**config.mk**
```make
export PLATFORM = sky130hd
export DESIGN_NAME = ov7670_frame_capture
export DESIGN_NICKNAME = d
export VERILOG_FILES = /design/src/rtl/ov7670_frame_capture.sv
export SDC_FILE = /design/constraint.sdc
export NUM_CORES = 1
export LEC_CHECK = 0
export CAP_MARGIN = 30
export CORE_UTILIZATION = 40
export CTS_BUF_LIST = sky130_fd_sc_hd__clkbuf_4
export DETAILED_ROUTE_END_ITERATION = 12
export HOLD_SLACK_MARGIN = 0.05
export PLACE_DENSITY = 0.59
export SKIP_LAST_GASP = 1
export SLEW_MARGIN = 10
export SYNTH_ARGS = -nofsm -noshare
export SYNTH_HDL_FRONTEND = slang
export SYNTH_SLANG_ARGS = --single-unit
```
**constraint.sdc**
```tcl
create_clock -name clk -period 2.53 [get_ports clk]
set_input_delay 0.3795 -clock clk [delete_from_list [all_inputs] [get_ports clk]]
set_output_delay 0.3795 -clock clk [all_outputs]
set_load 0.005 [all_outputs]
```
**src/rtl/ov7670_frame_capture.sv**
```systemverilog
// OV7670 RGB565 capture into a QVGA RGB444 frame buffer write port.
// Registers the camera pins once, tracks frame/line geometry and flags malformed frames.
module ov7670_frame_capture #(
    parameter int unsigned H_PIXELS = 320,
    parameter int unsigned V_LINES  = 240
) (
    input  logic        clk,
    input  logic        reset_n,
    input  logic        cam_vsync,
    input  logic        cam_href,
    input  logic [7:0]  cam_data,
    input  logic        capture_en,
    output logic        fb_we,
    output logic [16:0] fb_wAddr,
    output logic [11:0] fb_wdata,
    output logic        frame_done,
    output logic        busy,
    output logic        frame_err
);

    localparam int unsigned XW = $clog2(H_PIXELS + 1);
    // Extra bit so lines beyond V_LINES still count and never alias back to V_LINES
    localparam int unsigned YW = $clog2(V_LINES + 1) + 1;

    localparam logic [XW-1:0] HMax   = XW'(H_PIXELS);
    localparam logic [YW-1:0] VMax   = YW'(V_LINES);
    localparam logic [16:0]   HStep  = 17'(H_PIXELS);

    localparam logic [1:0] StIdle    = 2'd0;
    localparam logic [1:0] StArm     = 2'd1;
    localparam logic [1:0] StCapture = 2'd2;
    localparam logic [1:0] StDone    = 2'd3;

    logic          vs_q, vs_prev_q, hr_q, hr_prev_q;
    logic [7:0]    dat_q;
    logic [1:0]    state_q, state_d;
    logic          phase_q, phase_d;
    logic [6:0]    hi_q, hi_d;
    logic [XW-1:0] x_q, x_d;
    logic [YW-1:0] y_q, y_d;
    logic [16:0]   base_q, base_d;
    logic          we_q, we_d;
    logic [16:0]   addr_q, addr_d;
    logic [11:0]   wdata_q, wdata_d;
    logic          done_q, done_d;
    logic          busy_q, busy_d;
    logic          err_q, err_d;

    logic vs_rise, vs_fall, hr_rise, hr_fall, phase_eff, pix_ok;

    assign vs_rise   = vs_q & ~vs_prev_q;
    assign vs_fall   = ~vs_q & vs_prev_q;
    assign hr_rise   = hr_q & ~hr_prev_q;
    assign hr_fall   = ~hr_q & hr_prev_q;
    // The first byte of a line is always a high byte, whatever phase was left over
    assign phase_eff = phase_q & ~hr_rise;
    assign pix_ok    = (x_q < HMax) && (y_q < VMax);

    always_comb begin
        state_d = state_q;
        phase_d = phase_q;
        hi_d    = hi_q;
        x_d     = x_q;
        y_d     = y_q;
        base_d  = base_q;
        we_d    = 1'b0;
        addr_d  = addr_q;
        wdata_d = wdata_q;
        done_d  = 1'b0;
        busy_d  = busy_q;
        err_d   = err_q;

        unique case (state_q)
            StIdle: begin
                if (vs_rise && capture_en) begin
                    state_d = StArm;
                end
            end
            StArm: begin
                if (vs_fall) begin
                    state_d = StCapture;
                    x_d     = '0;
                    y_d     = '0;
                    base_d  = '0;
                    err_d   = 1'b0;
                    busy_d  = 1'b1;
                    phase_d = 1'b0;
                end
            end
            StCapture: begin
                if (hr_q) begin
                    phase_d = ~phase_eff;
                    if (!phase_eff) begin
                        hi_d = {dat_q[7:4], dat_q[2:0]};
                    end else begin
                        if (pix_ok) begin
                            we_d    = 1'b1;
                            addr_d  = base_q + 17'(x_q);
                            wdata_d = {hi_q, dat_q[7], dat_q[4:1]};
                        end
                        if (x_q == HMax) begin
                            err_d = 1'b1;
                        end else begin
                            x_d = x_q + XW'(1);
                        end
                    end
                end else if (hr_fall) begin
                    if (phase_q) begin
                        err_d = 1'b1;
                    end
                    if (x_q != '0) begin
                        if (x_q != HMax) begin
                            err_d = 1'b1;
                        end
                        if (y_q != '1) begin
                            y_d = y_q + YW'(1);
                        end
                        // Base stops moving once writes are suppressed, so it cannot wrap
                        if (y_q < VMax) begin
                            base_d = base_q + HStep;
                        end
                    end
                    x_d     = '0;
                    phase_d = 1'b0;
                end
                if (vs_rise) begin
                    if (y_d != VMax) begin
                        err_d = 1'b1;
                    end
                    state_d = StDone;
                    done_d  = 1'b1;
                    busy_d  = 1'b0;
                end
            end
            StDone: begin
                state_d = capture_en ? StArm : StIdle;
            end
            default: begin
                state_d = StIdle;
            end
        endcase
    end

    always_ff @(posedge clk or negedge reset_n) begin
        if (!reset_n) begin
            vs_q      <= 1'b0;
            vs_prev_q <= 1'b0;
            hr_q      <= 1'b0;
            hr_prev_q <= 1'b0;
            dat_q     <= '0;
            state_q   <= StIdle;
            phase_q   <= 1'b0;
            hi_q      <= '0;
            x_q       <= '0;
            y_q       <= '0;
            base_q    <= '0;
            we_q      <= 1'b0;
            addr_q    <= '0;
            wdata_q   <= '0;
            done_q    <= 1'b0;
            busy_q    <= 1'b0;
            err_q     <= 1'b0;
        end else begin
            vs_q      <= cam_vsync;
            vs_prev_q <= vs_q;
            hr_q      <= cam_href;
            hr_prev_q <= hr_q;
            dat_q     <= cam_data;
            state_q   <= state_d;
            phase_q   <= phase_d;
            hi_q      <= hi_d;
            x_q       <= x_d;
            y_q       <= y_d;
            base_q    <= base_d;
            we_q      <= we_d;
            addr_q    <= addr_d;
            wdata_q   <= wdata_d;
            done_q    <= done_d;
            busy_q    <= busy_d;
            err_q     <= err_d;
        end
    end

    assign fb_we      = we_q;
    assign fb_wAddr   = addr_q;
    assign fb_wdata   = wdata_q;
    assign frame_done = done_q;
    assign busy       = busy_q;
    assign frame_err  = err_q;

endmodule

```
# == Word level (Yosys, flattened, before mapping) ==
# Cells that the tools add are included.
# totals
elab_cells,110
out_inout_bits,33
inputBits,13
regBits,90
# classes
bitwise,11
n_lt_le_gt_ge,2
reduce_logical,13
add_sub_neg,4
n_eq_ne,17
mux,46
# ops
op,n
two-way mux 9 bit,10
two-way mux 17 bit,5
one-hot mux 9 bit (2 select lines),2
one-hot mux 17 bit (2 select lines),1
two-way mux 1 bit,21
adder 9 x 1 -> 9 bit (second input constant),2
!= test 9 bit (second input constant),2
adder 17 x 9 -> 17 bit,1
adder 17 x 9 -> 17 bit (second input constant),1
!= test 2 bit (second input constant),7
AND reduction 3 bit,4
== test 9 bit (second input constant),1
< comparator 9 x 8 -> 1 bit (second input constant),1
< comparator 9 bit (second input constant),1
!= test 3 bit (second input constant),3
!= test 9 x 8 -> 1 bit (second input constant),1
nonzero test 9 bit,1
one-hot mux 2 bit (4 select lines),1
two-way mux 2 bit,3
NOT 1 bit,6
one-hot mux 1 bit (2 select lines),3
AND reduction 6 bit,1
bitwise AND 1 bit,5
AND reduction 5 bit,1
7 further kinds,9

# == Depth between registers and ports, before layout ==
# Gate-level depths: netlist (run 1).
# logic_depth
depth_word,10
mapped_depth,9
ltp_nobuf,7

# == Least setup slack after synthesis (run 1) ==
# OpenSTA, ideal clock, no wires.
# synth_timing
path_type,register to register
start,reg state_q[0]
end,reg base_q[14]
arrival_time_ns,2.102
required_ns,2.452
setup_time_ns,0.078
path_slack_ns,0.350
period_less_slack_ns,2.180
path_stages_with_launch,9
n_path_buf,1
path_cell_list,dfrtp_1 inv_1 ha_1 buf_2 nand2b_1 a211o_1 or4_4 or3_1 a21oi_1
# synth_via
elab_chain_cells,3
elab_cells_between_ends,10
cone_classes,7 x eq/ne; 1 x mux; 2 x reduce/logical
# synth_lines
element,line_no,rtl
"start, declared",36,"logic [1:0] state_q, state_d;"
"start signal, assigned",151,state_q <= StIdle;
"start signal, assigned",169,state_q <= state_d;
== test 2 bit / == test 2 x 1 -> 1 bit (equally long branches),73,unique case (state_q)
!= test 2 bit (no line) / nonzero test 2 bit (equally long branches),n/a,
AND reduction 6 bit (no line),n/a,
"end signal, assigned",174,base_q <= base_d;
"end, declared",41,"logic [16:0] base_q, base_d;"
# Parallel ways exist; a longest one is shown, timed or not.
# A chain may end at the register's enable or synchronous reset.

# == Worst setup path after layout (run 1) ==
# layout_timing
start,reg state_q[1]
end,reg base_q[16]
# The elaborated chain is that of the path after synthesis.

==> results of run 1 <==
==> where the power goes <==
part | internal, uW | switching (uW) | total (uW)
Sequential | 1560 | 144 | 1700
Clock | 310 | 471 | 781
Combinational | 597 | 554 | 1150
==> final timing paths <==
check	startpoint	end	cells past startpoint
min in group asynchronous	reset_n	fb_wAddr[15]	2
worst min register to register	vs_q	vs_prev_q	0
max in group asynchronous	reset_n	x_q[0]	3
worst min-delay path	cam_data[6]	dat_q[6]	1
worst max register to register	state_q[1]	base_q[16]	7
worst max-delay path	state_q[1]	base_q[16]	7
==> layout make-up <==
type	count	area share, %
repair buffers	64	12.5
well taps	133	3.44
clock inverters	5	1.27
flip-flops and latches	84	43.4
multi-input cells	259	37.1
inverters	10	0.775
clock buffers	10	1.55
==> cells by family (layout without fill, tap and decap cells) <==
| logic type | Yosys count | after routing | synth area share [%] |
|---|---|---|---|
| compound gates | 79 | 79 | 13.0 |
| simple gates | 120 | 120 | 15.9 |
| fa+ha+maj | 12 | 12 | 3.77 |
| xor+xnor | 21 | 21 | 4.62 |
| mux | 27 | 27 | 7.60 |
| buf+inv | 21 | 89 | 2.32 |
| flops | 84 | 84 | 52.8 |
==> through the flow <==
step | util, % | hold WS [ns] | setup WS [ns] | instance area, sq um | power [uW]
floorplan | - | 0.0839 | 0.350 | 3980 | 2380
global placement | 48.1 | 0.407 | 0.229 | 4680 | 2830
detailed placement | 48.1 | 0.408 | 0.131 | 4680 | 2870
CTS | 49.6 | 0.349 | 0.116 | 4830 | 3650
global route | 49.8 | 0.328 | 0.0193 | 4840 | 3900
finish | 49.8 | 0.365 | 0.153 | 4840 | 3630
==> synthesized netlist by cell type (3+ instances only) <==
cell type | n | area share [%]
o211ai_1 | 3 | 0.57
xnor2_1 | 18 | 4.0
a31oi_1 | 6 | 0.94
buf_2 | 4 | 0.50
a21o_1 | 4 | 0.75
a21oi_1 | 18 | 2.3
nand2_1 | 34 | 3.2
a211o_1 | 3 | 0.66
nand2b_1 | 3 | 0.47
a22o_1 | 4 | 0.88
nor4_1 | 7 | 1.1
ha_1 | 12 | 3.8
mux2_2 | 26 | 7.4
nand4_1 | 4 | 0.63
xor2_1 | 3 | 0.66
o21ai_0 | 23 | 2.9
dfrtp_1 | 84 | 53
nand3_1 | 13 | 1.6
or3_1 | 4 | 0.63
inv_1 | 10 | 0.94
nand3b_1 | 3 | 0.57
nor2_1 | 23 | 2.2
nor3_1 | 6 | 0.75
clkbuf_1 | 5 | 0.47
and3_1 | 5 | 0.79
==> repair_timing <==
| item | in CTS | in global routing |
|---|---|---|
| hold endpoints to repair | 40 | 0 |
| setup endpoints to repair | 0 | 3 |
| gates resized for setup | 0 | 2 |
| hold buffers | 1 | 0 |
| setup buffers | 0 | 1 |
==> sequential cells by signal, indices dropped and copies added, names as in the netlist, 2 cells and up <==
register	count
hi_q	7
y_q	9
fb_wdata	12
base_q	11
fb_wAddr	17
x_q	9
state_q	2
dat_q	8
==> placed cells by master (no fill, tap or decap), types with 12 or more instances in the layout <==
master            n
clkdlybuf4s50_1  44
nand2_1          34
ha_1             12
nand3_1          13
xnor2_1          18
buf_4            18
dfrtp_1          84
mux2_2           26
o21ai_0          23
nor2_1           23
a21oi_1          18
==> layer usage <==
metal | vias up | track usage, %
li1 | 1448 | -
met1 | 1424 | 24.7
met2 | 53 | 26.8
met3 | 7 | 2.76
met4 | 0 | 6.80
met5 | - | 0
==> out/results.txt, run 1 <==
Routed vias/inst - 5.19
Synth warnings - 0
Syn Area/Cell - 10.9 sq um
Worst vdd rail ir drop - 0.374 mV
# port buffers - 45
Initial antenna violation count - 0
Starting Density - 40.9%
Die Y-Extent - 102 microns
Clk_skew - 0.0223 ns
Worst slew pin tran - 0.738 ns
Mapped Nets - 389
Multi-input logic area - 0.00180 sq mm
GPL Wtd Cong - 0.892
Reg-to-reg setup timing slack - 0.15 ns
Post-synth EDFFs - 0
Pin count of the biggest net entering global routing - 45
Root buf cell - clkbuf_4
Die Wd - 102 microns
Congestion Overflow GR - 0
Clock-pin slew on the worst setup and hold paths - 0.15 ns
Wire per inst - 14.2 microns
CP endpoint kind - flop
Arrival @ worst endpoint - 2.76 ns
Placed instance count - 548
CORE AREA - 0.00973 sq mm
Area growth syn-to-layout - 21.6%
Non-Filler Instances - 565
Clk_lat worst skew - 0.44 ns
Drt pass-1 iters - 6
Row count - 36
Slowest stage delay, CP - 0.44 ns
Status - finished, final reports clean
Leakage - 0.00209 uW
First-pass GRT wire length - 14000 microns
CP startpoint kind - flop
Slowest cell on crit path - or4_4
Final wirelength - 8000 microns
Async S/R FF share, synth - 100%
Period minus WS final - 2.38 ns
Clock buffer depth - 2
Hold/Removal Path Class - in2reg
Maxcap violations - 0
WS Path Type - reg2reg
Clock Sinks - 84
Final-layout fill cell count - 921
DIE AREA - 0.0104 sq mm
Fmax - 0.421 GHz
PwrDens - 750 mW/mm^2
Tcrit/Tclk final - 93.9%
# setup viols final - 0
Worst Path Buf+Inv - 1
GRT Total Usage - 17.4%
Met3 WL - 264 microns
Fraction of layout cells with a size suffix above 1 - 16.4%
Seq/Total Area, Yosys - 52.8%
Num CTS Buffers - 9
RSZ-0062 raised after global routing - false
Hold Violations, Final - 0
Max-slew violations - 0
Worst endpoint required time - 2.91 ns
DR vias - 2932
Vias in the first global route - 2850
Post-Syn Area - 0.00398 sq mm
Detail Route Antenna Nets - 0
DRC viols - 0
FF+latch area - 0.00210 sq mm
M1 WL - 4010 microns
Largest fanout on the critical path - 7
Slew headroom - 50.3%
Uppermost layer routed - met4
DP HPWL - 5610 microns
Main flop type after synthesis - dfrtp_1
CP Cell Sequence - inv_1 > ha_1 > nand2b_1 > a211o_2 > or4_4 > or3_1 > a21oi_1
Top Ports - 46
Setup tns final - 0 ns
Post-Syn Instances - 364
Met2 Wirelength - 3620 microns
Unique masters post-synth - 57
CTS tree - yes
Synthesis-stage register bit count - 84
# H-tree levels - 3
Cell family with most CP delay - simple AND/OR/NAND/NOR gates
Nets - 453
Ant. Diodes - 0
1st-iter DRT viols - 116
No activity file was read; power rests on OpenSTA's default activity.
==> run 2: changes to the inputs <==
REMOVE_ABC_BUFFERS = 1   (was unset)
==> out/results.txt, run 2 (same netlist as run 1, synthesis figures left out) <==
Non-Filler Instances - 564 (-0.18%)
# port buffers - 45 (unchanged)
Die Wd - 102 microns (unchanged)
Clk_skew - 0.0191 ns (-0.00326 ns)
1st-iter DRT viols - 77 (-34%)
Slew headroom - 53.6% (+3.3 points)
Root buf cell - clkbuf_4
Worst vdd rail ir drop - 0.366 mV (-2.1%)
Initial antenna violation count - 0 (unchanged)
Final-layout fill cell count - 927 (+0.65%)
CTS tree - yes
Reg-to-reg setup timing slack - 0.13 ns (-0.02 ns)
# setup viols final - 0 (unchanged)
CP endpoint kind - flop
Slowest cell on crit path - dfrtp_1
Clk network pwr share - 24.5% (+3.0 points)
DR vias - 2927 (-0.17%)
Top Ports - 46 (unchanged)
Hold/Removal Path Class - in2async
Worst slew pin tran - 0.693 ns (-0.0453 ns)
CP startpoint kind - flop
Largest fanout on the critical path - 7 (unchanged)
RSZ-0062 raised after global routing - false
Hold Violations, Final - 0 (unchanged)
Drt pass-1 iters - 4 (-2)
Placed instance count - 545 (-0.55%)
Arrival @ worst endpoint - 2.77 ns (about the same)
Switching Fraction - 31.8% (-0.40 points)
Period minus WS final - 2.40 ns (+0.0194 ns)
Clock-pin slew on the worst setup and hold paths - 0.15 ns (about the same)
Final wirelength - 7860 microns (-1.7%)
Status - finished, final reports clean
Routed vias/inst - 5.19 (about the same)
Pin count of the biggest net entering global routing - 64 (+42%)
Nets - 451 (-0.44%)
Area growth syn-to-layout - 22.9%
Maxcap violations - 0 (unchanged)
Detail Route Antenna Nets - 0 (unchanged)
Final hold slack - 0.341 ns (-0.0234 ns)
WS Path Type - reg2reg
R2R cell count - 7 (unchanged)
Worst endpoint required time - 2.91 ns (about the same)
Row count - 36 (unchanged)
Clock Sinks - 84 (unchanged)
Gate power share - 30.9% (-0.8 points)
Starting Density - 40.9% (unchanged)
Congestion Overflow GR - 0 (unchanged)
Fraction of layout cells with a size suffix above 1 - 16.7% (+0.27 points)
Internal - 2590 uW (+5.1%)
Wire per inst - 13.9 microns (-1.6%)
PwrDens - 775 mW/mm^2 (+3.4%)
CP Cell Sequence - inv_1 > ha_1 > nand2b_1 > a211o_4 > or4_4 > or3_1 > a21oi_1
Vias in the first global route - 2901 (+1.8%)
Design Area, Final - 0.00490 sq mm (+1.1%)
GPL Wtd Cong - 0.857 (-3.9%)
Most frequent cells in the layout - 84 x dfrtp_1, 44 x clkdlybuf4s50_1, 34 x nand2_1
Max-slew violations - 0 (unchanged)
First-pass GRT wire length - 13600 microns (-2.6%)
Slowest stage delay, CP - 0.43 ns (about the same)
Clock buffer depth - 2 (unchanged)
DRC viols - 0 (unchanged)
Critical Path Source - state_q[1]
Leakage - 0.00211 uW (+1.3%)
Total power - 3800 uW (+4.5%)
Final core utilization - 50.3% (+0.54 points)
DIE AREA - 0.0104 sq mm (unchanged)
Ant. Diodes - 0 (unchanged)
DP HPWL - 5550 microns (-1.1%)
Commonest non-fill, non-tap cell in the layout - dfrtp_1
Clk_lat worst skew - 0.44 ns (about the same)
DP Area - 0.00468 sq mm (-0.11%)
Die Y-Extent - 102 microns (unchanged)
RR Endpoint - base_q[16]
Num CTS Buffers - 9 (unchanged)
# H-tree levels - 3 (unchanged)
Fmax - 0.417 GHz (-0.81%)
Switching power - 1210 uW (+3.2%)
Max reg flops - 17 (unchanged)
Tcrit/Tclk final - 94.7% (+0.77 points)
GRT Total Usage - 17.0% (-0.48 points)
CORE AREA - 0.00973 sq mm (unchanged)
RR Startpoint - state_q[1]
Sequential cell fraction of total power - 44.7% (-2.1 points)
## run 2: cell types whose count changed in the layout (fill, tap and decap cells not counted)
cell,before,now
nand3_1,13,12
a211o_2,1,0
nor4_2,0,1
buf_4,18,15
clkinvlp_4,3,0
bufinv_16,1,2
buf_12,1,2
clkinv_2,0,1
a211o_4,0,1
nand3_2,0,1
nor4_1,7,6
clkbuf_4,10,9
inv_8,0,2
inv_6,1,2
## run 2: what timing repair did
| item | in CTS | in global routing |
|---|---|---|
| gates resized for setup | 0 | 3 |
| setup endpoints to repair | 0 | 4 |
| hold buffers | 1 | 0 |
| buffers inserted | 0 | 2 |
| hold endpoints to repair | 21 | 0 |
## run 2: how the worst max path moves through the flow
stage | end | slack, ns
finish | base_q[16] | 0.13
global route | base_q[16] | 0.02
CTS | base_q[16] | 0.12
detailed placement | base_q[16] | 0.15
global placement | base_q[14] | 0.22
floorplan | fb_wAddr[2] | -0.04
## run 2: cell type report
cell class | count | area, sq um | share of cell area [%]
inverter | 10 | 37.5 | 0.767
clock inverter | 7 | 105 | 2.15
sequential | 84 | 2100 | 42.9
tap | 133 | 166 | 3.40
clock buffer | 9 | 67.6 | 1.38
multi-input combinational | 259 | 1810 | 37.1
timing repair buffer | 62 | 603 | 12.3
## run 2: through the flow
step	TNS (ns)	setup slack, ns
finish	0	0.134
global route	0	0.0167
CTS	0	0.116
detailed placement	0	0.149
global placement	0	0.221
floorplan	-0.696	-0.0435
## run 2: worst max-delay path: cells and delay by family, from the launching register on
family | cells | cell delay (ns)
AO/OA/AOI/OAI | 2 | 0.55
buffers and inverters | 1 | 0.10
AND/OR/NAND/NOR | 3 | 1.00
flip-flops | 1 | 0.43
adder cells (fa/ha/maj) | 1 | 0.26
## run 2: metal layers
| layer | track usage, % | up-vias | part of all wire [%] |
|---|---|---|---|
| met5 | 0 | - | 0 |
| met4 | 7.92 | 0 | 2.2 |
| met3 | 2.90 | 14 | 3.6 |
| met2 | 26.5 | 59 | 47 |
| met1 | 23.0 | 1409 | 47 |
| li1 | - | 1445 | - |
## run 2: power by group through the flow
stage               clock [uW]  sequential (uW)  combinational [uW]
floorplan                    0             1710                 659
global placement             0             1720                1120
detailed placement           0             1730                1140
CTS                        969             1700                1140
global route              1030             1730                1310
finish                     929             1700                1170
==> run 3: changes to the inputs <==
GPL_TIMING_DRIVEN = 0   (was unset)
==> out/results.txt, run 3 (same netlist as run 1, synthesis figures left out) <==
Status - finished, final reports clean
WS Path Type - reg2reg
Fraction of layout cells with a size suffix above 1 - 15.7% (-1.0 points)
Worst slew pin tran - 0.720 ns (+0.0266 ns)
CP endpoint kind - flop
Maxcap violations - 0 (unchanged)
Most frequent cells in the layout - 83 x dfrtp_1, 44 x clkdlybuf4s50_1, 33 x nand2_1
Max-slew violations - 0 (unchanged)
Worst vdd rail ir drop - 0.472 mV (+29%)
Hold/Removal Path Class - in2reg
Worst endpoint required time - 2.89 ns (-0.02 ns)
Design Area, Final - 0.00481 sq mm (-1.8%)
CORE AREA - 0.00973 sq mm (unchanged)
RSZ-0062 raised after global routing - false
Row count - 36 (unchanged)
Final core utilization - 49.4% (-0.90 points)
Met2 Resource Use GR - 26.6% (+0.16 points)
Slowest cell on crit path - or4_4
CTS tree - yes
CP Cell Sequence - inv_1 > ha_4 > nand2b_2 > a211o_2 > or4_4 > or3_1 > a21oi_1
Reg-to-reg setup timing slack - 0.18 ns (+0.05 ns)
Starting Density - 40.9% (unchanged)
Slew headroom - 51.8% (-1.8 points)
Nets - 441 (-2.2%)
# port buffers - 45 (unchanged)
Arrival @ worst endpoint - 2.71 ns (-0.06 ns)
CP startpoint kind - flop
Detail Route Antenna Nets - 0 (unchanged)
RR Startpoint - state_q[0]
Hold Violations, Final - 0 (unchanged)
Period minus WS final - 2.35 ns (-0.0476 ns)
First-pass GRT wire length - 13200 microns (-3.2%)
R2R cell count - 7 (unchanged)
DR vias - 2894 (-1.1%)
Area growth syn-to-layout - 20.7%
Pre-CTS setup slack - -0.422 ns (-0.570 ns)
Num CTS Buffers - 9 (unchanged)
DP Area - 0.00459 sq mm (-1.8%)
Final-layout fill cell count - 926 (-0.11%)
Largest fanout on the critical path - 11 (+4)
Tcrit/Tclk final - 92.8% (-1.9 points)
Clock-pin slew on the worst setup and hold paths - 0.16 ns (about the same)
Root buf cell - clkbuf_4
Commonest non-fill, non-tap cell in the layout - dfrtp_1
Vias in the first global route - 2824 (-2.7%)
Met3 Usage GRT - 3.31% (+0.41 points)
Most Crowded Layer GR - met2
Slowest stage delay, CP - 0.45 ns (+0.02 ns)
Congestion Overflow GR - 0 (unchanged)
PwrDens - 754 mW/mm^2 (-2.8%)
RR Endpoint - base_q[16]
Worst hold start - cam_data[0]
Hold path cells - 1
Total power - 3620 uW (-4.5%)
Hold Path End - dat_q[0]
Routed vias/inst - 5.22 (+0.66%)
Initial antenna violation count - 0 (unchanged)
Max reg flops - 17 (unchanged)
Clk_lat worst skew - 0.44 ns (about the same)
# setup viols final - 0 (unchanged)
Leakage - 0.00204 uW (-3.3%)
# H-tree levels - 3 (unchanged)
Ant. Diodes - 0 (unchanged)
DIE AREA - 0.0104 sq mm (unchanged)
Die Wd - 102 microns (unchanged)
Clock buffer depth - 2 (unchanged)
Final worst slack - 0.182 ns (+0.0476 ns)
Fmax - 0.426 GHz (+2.0%)
Clock Sinks - 84 (unchanged)
GRT Total Usage - 16.4% (-0.58 points)
DRC viols - 0 (unchanged)
Pin count of the biggest net entering global routing - 48 (-25%)
GPL Wtd Cong - 0.834 (-2.7%)
Top Ports - 46 (unchanged)
Clk_skew - 0.0176 ns (-0.00143 ns)
1st-iter DRT viols - 94 (+22%)
Die Y-Extent - 102 microns (unchanged)
Met1 global-route usage - 21.3% (-1.6 points)
Wire per inst - 14.0 microns (+0.70%)
DP HPWL - 5360 microns (-3.4%)
Drt pass-1 iters - 4 (unchanged)
Placed instance count - 533 (-2.2%)
Final wirelength - 7780 microns (-1.1%)
Non-Filler Instances - 554 (-1.8%)
==> run 3: changes by cell type in the layout (fill, tap and decap cells not counted), moves of 2 or more <==
cell / change
buf_4: -10
bufinv_16: -2
clkinvlp_4: +2
ha_1: -2
==> run 3: what timing repair did <==
item / 4_1_cts / 5_1_grt
resized for setup: 3 / 6
endpoints found under the hold margin: 46 / 0
hold buffers: 1 / 0
buffers inserted: 0 / 4
endpoints found under the setup margin: 31 / 15
pin swaps: 0 / 1
==> run 3: power by group <==
group	switching, uW	total [uW]	leakage [uW]	internal [uW]
sequential	140	1700	0.00111	1560
combinational	570	1170	0.000866	601
clock	531	757	0.0000678	225
total	1240	3620	0.00204	2380
==> run 3: routing by layer <==
metal,up-vias,share of wire (%)
li1,1420,-
met1,1423,49
met2,42,47
met3,9,2.6
met4,0,1.1
met5,-,0
==> run 3: how the worst max path moves through the flow <==
stage                          start           to  slack [ns]  cells past startpoint
after global placement       reset_n       y_q[2]       -1.95                      1
after CTS                 state_q[1]   base_q[15]      0.0006                      7
after global routing          x_q[0]    base_q[7]        0.01                      7
after floorplan           state_q[0]  fb_wAddr[2]       -0.04                      6
final                     state_q[0]   base_q[16]        0.18                      7
after detailed placement  state_q[0]       x_q[8]       -0.42                      7
==> run 3: area by class of cell <==
class	count	area [sq um]	share of cell area, %
flip-flops and latches	84	2100	43.7
inverters	10	37.5	0.781
multi-input cells	259	1830	38.0
clock buffers	9	67.6	1.41
clock inverters	7	68.8	1.43
well taps	133	166	3.46
repair buffers	52	536	11.1
==> run 3: worst max-delay path, delay by kind of cell (launching register included) <==
kind                       cells  cell delay (ns)
and+or+nand+nor                3             0.88
AOI/OAI and AO/OA              2             0.56
DFF                            1             0.44
adders and majority gates      1             0.24
buffers and inverters          1             0.17
==> run 3: per-stage QoR <==
| stage | hold WS [ns] | setup TNS [ns] |
|---|---|---|
| 5_1_grt | 0.307 | 0 |
| 4_1_cts | 0.322 | 0 |
| 2_1_floorplan | 0.0839 | -0.696 |
| 3_5_place_dp | 0.416 | -4.57 |
| 3_3_place_gp | 0.407 | -192.29 |
| 6_report | 0.353 | 0 |
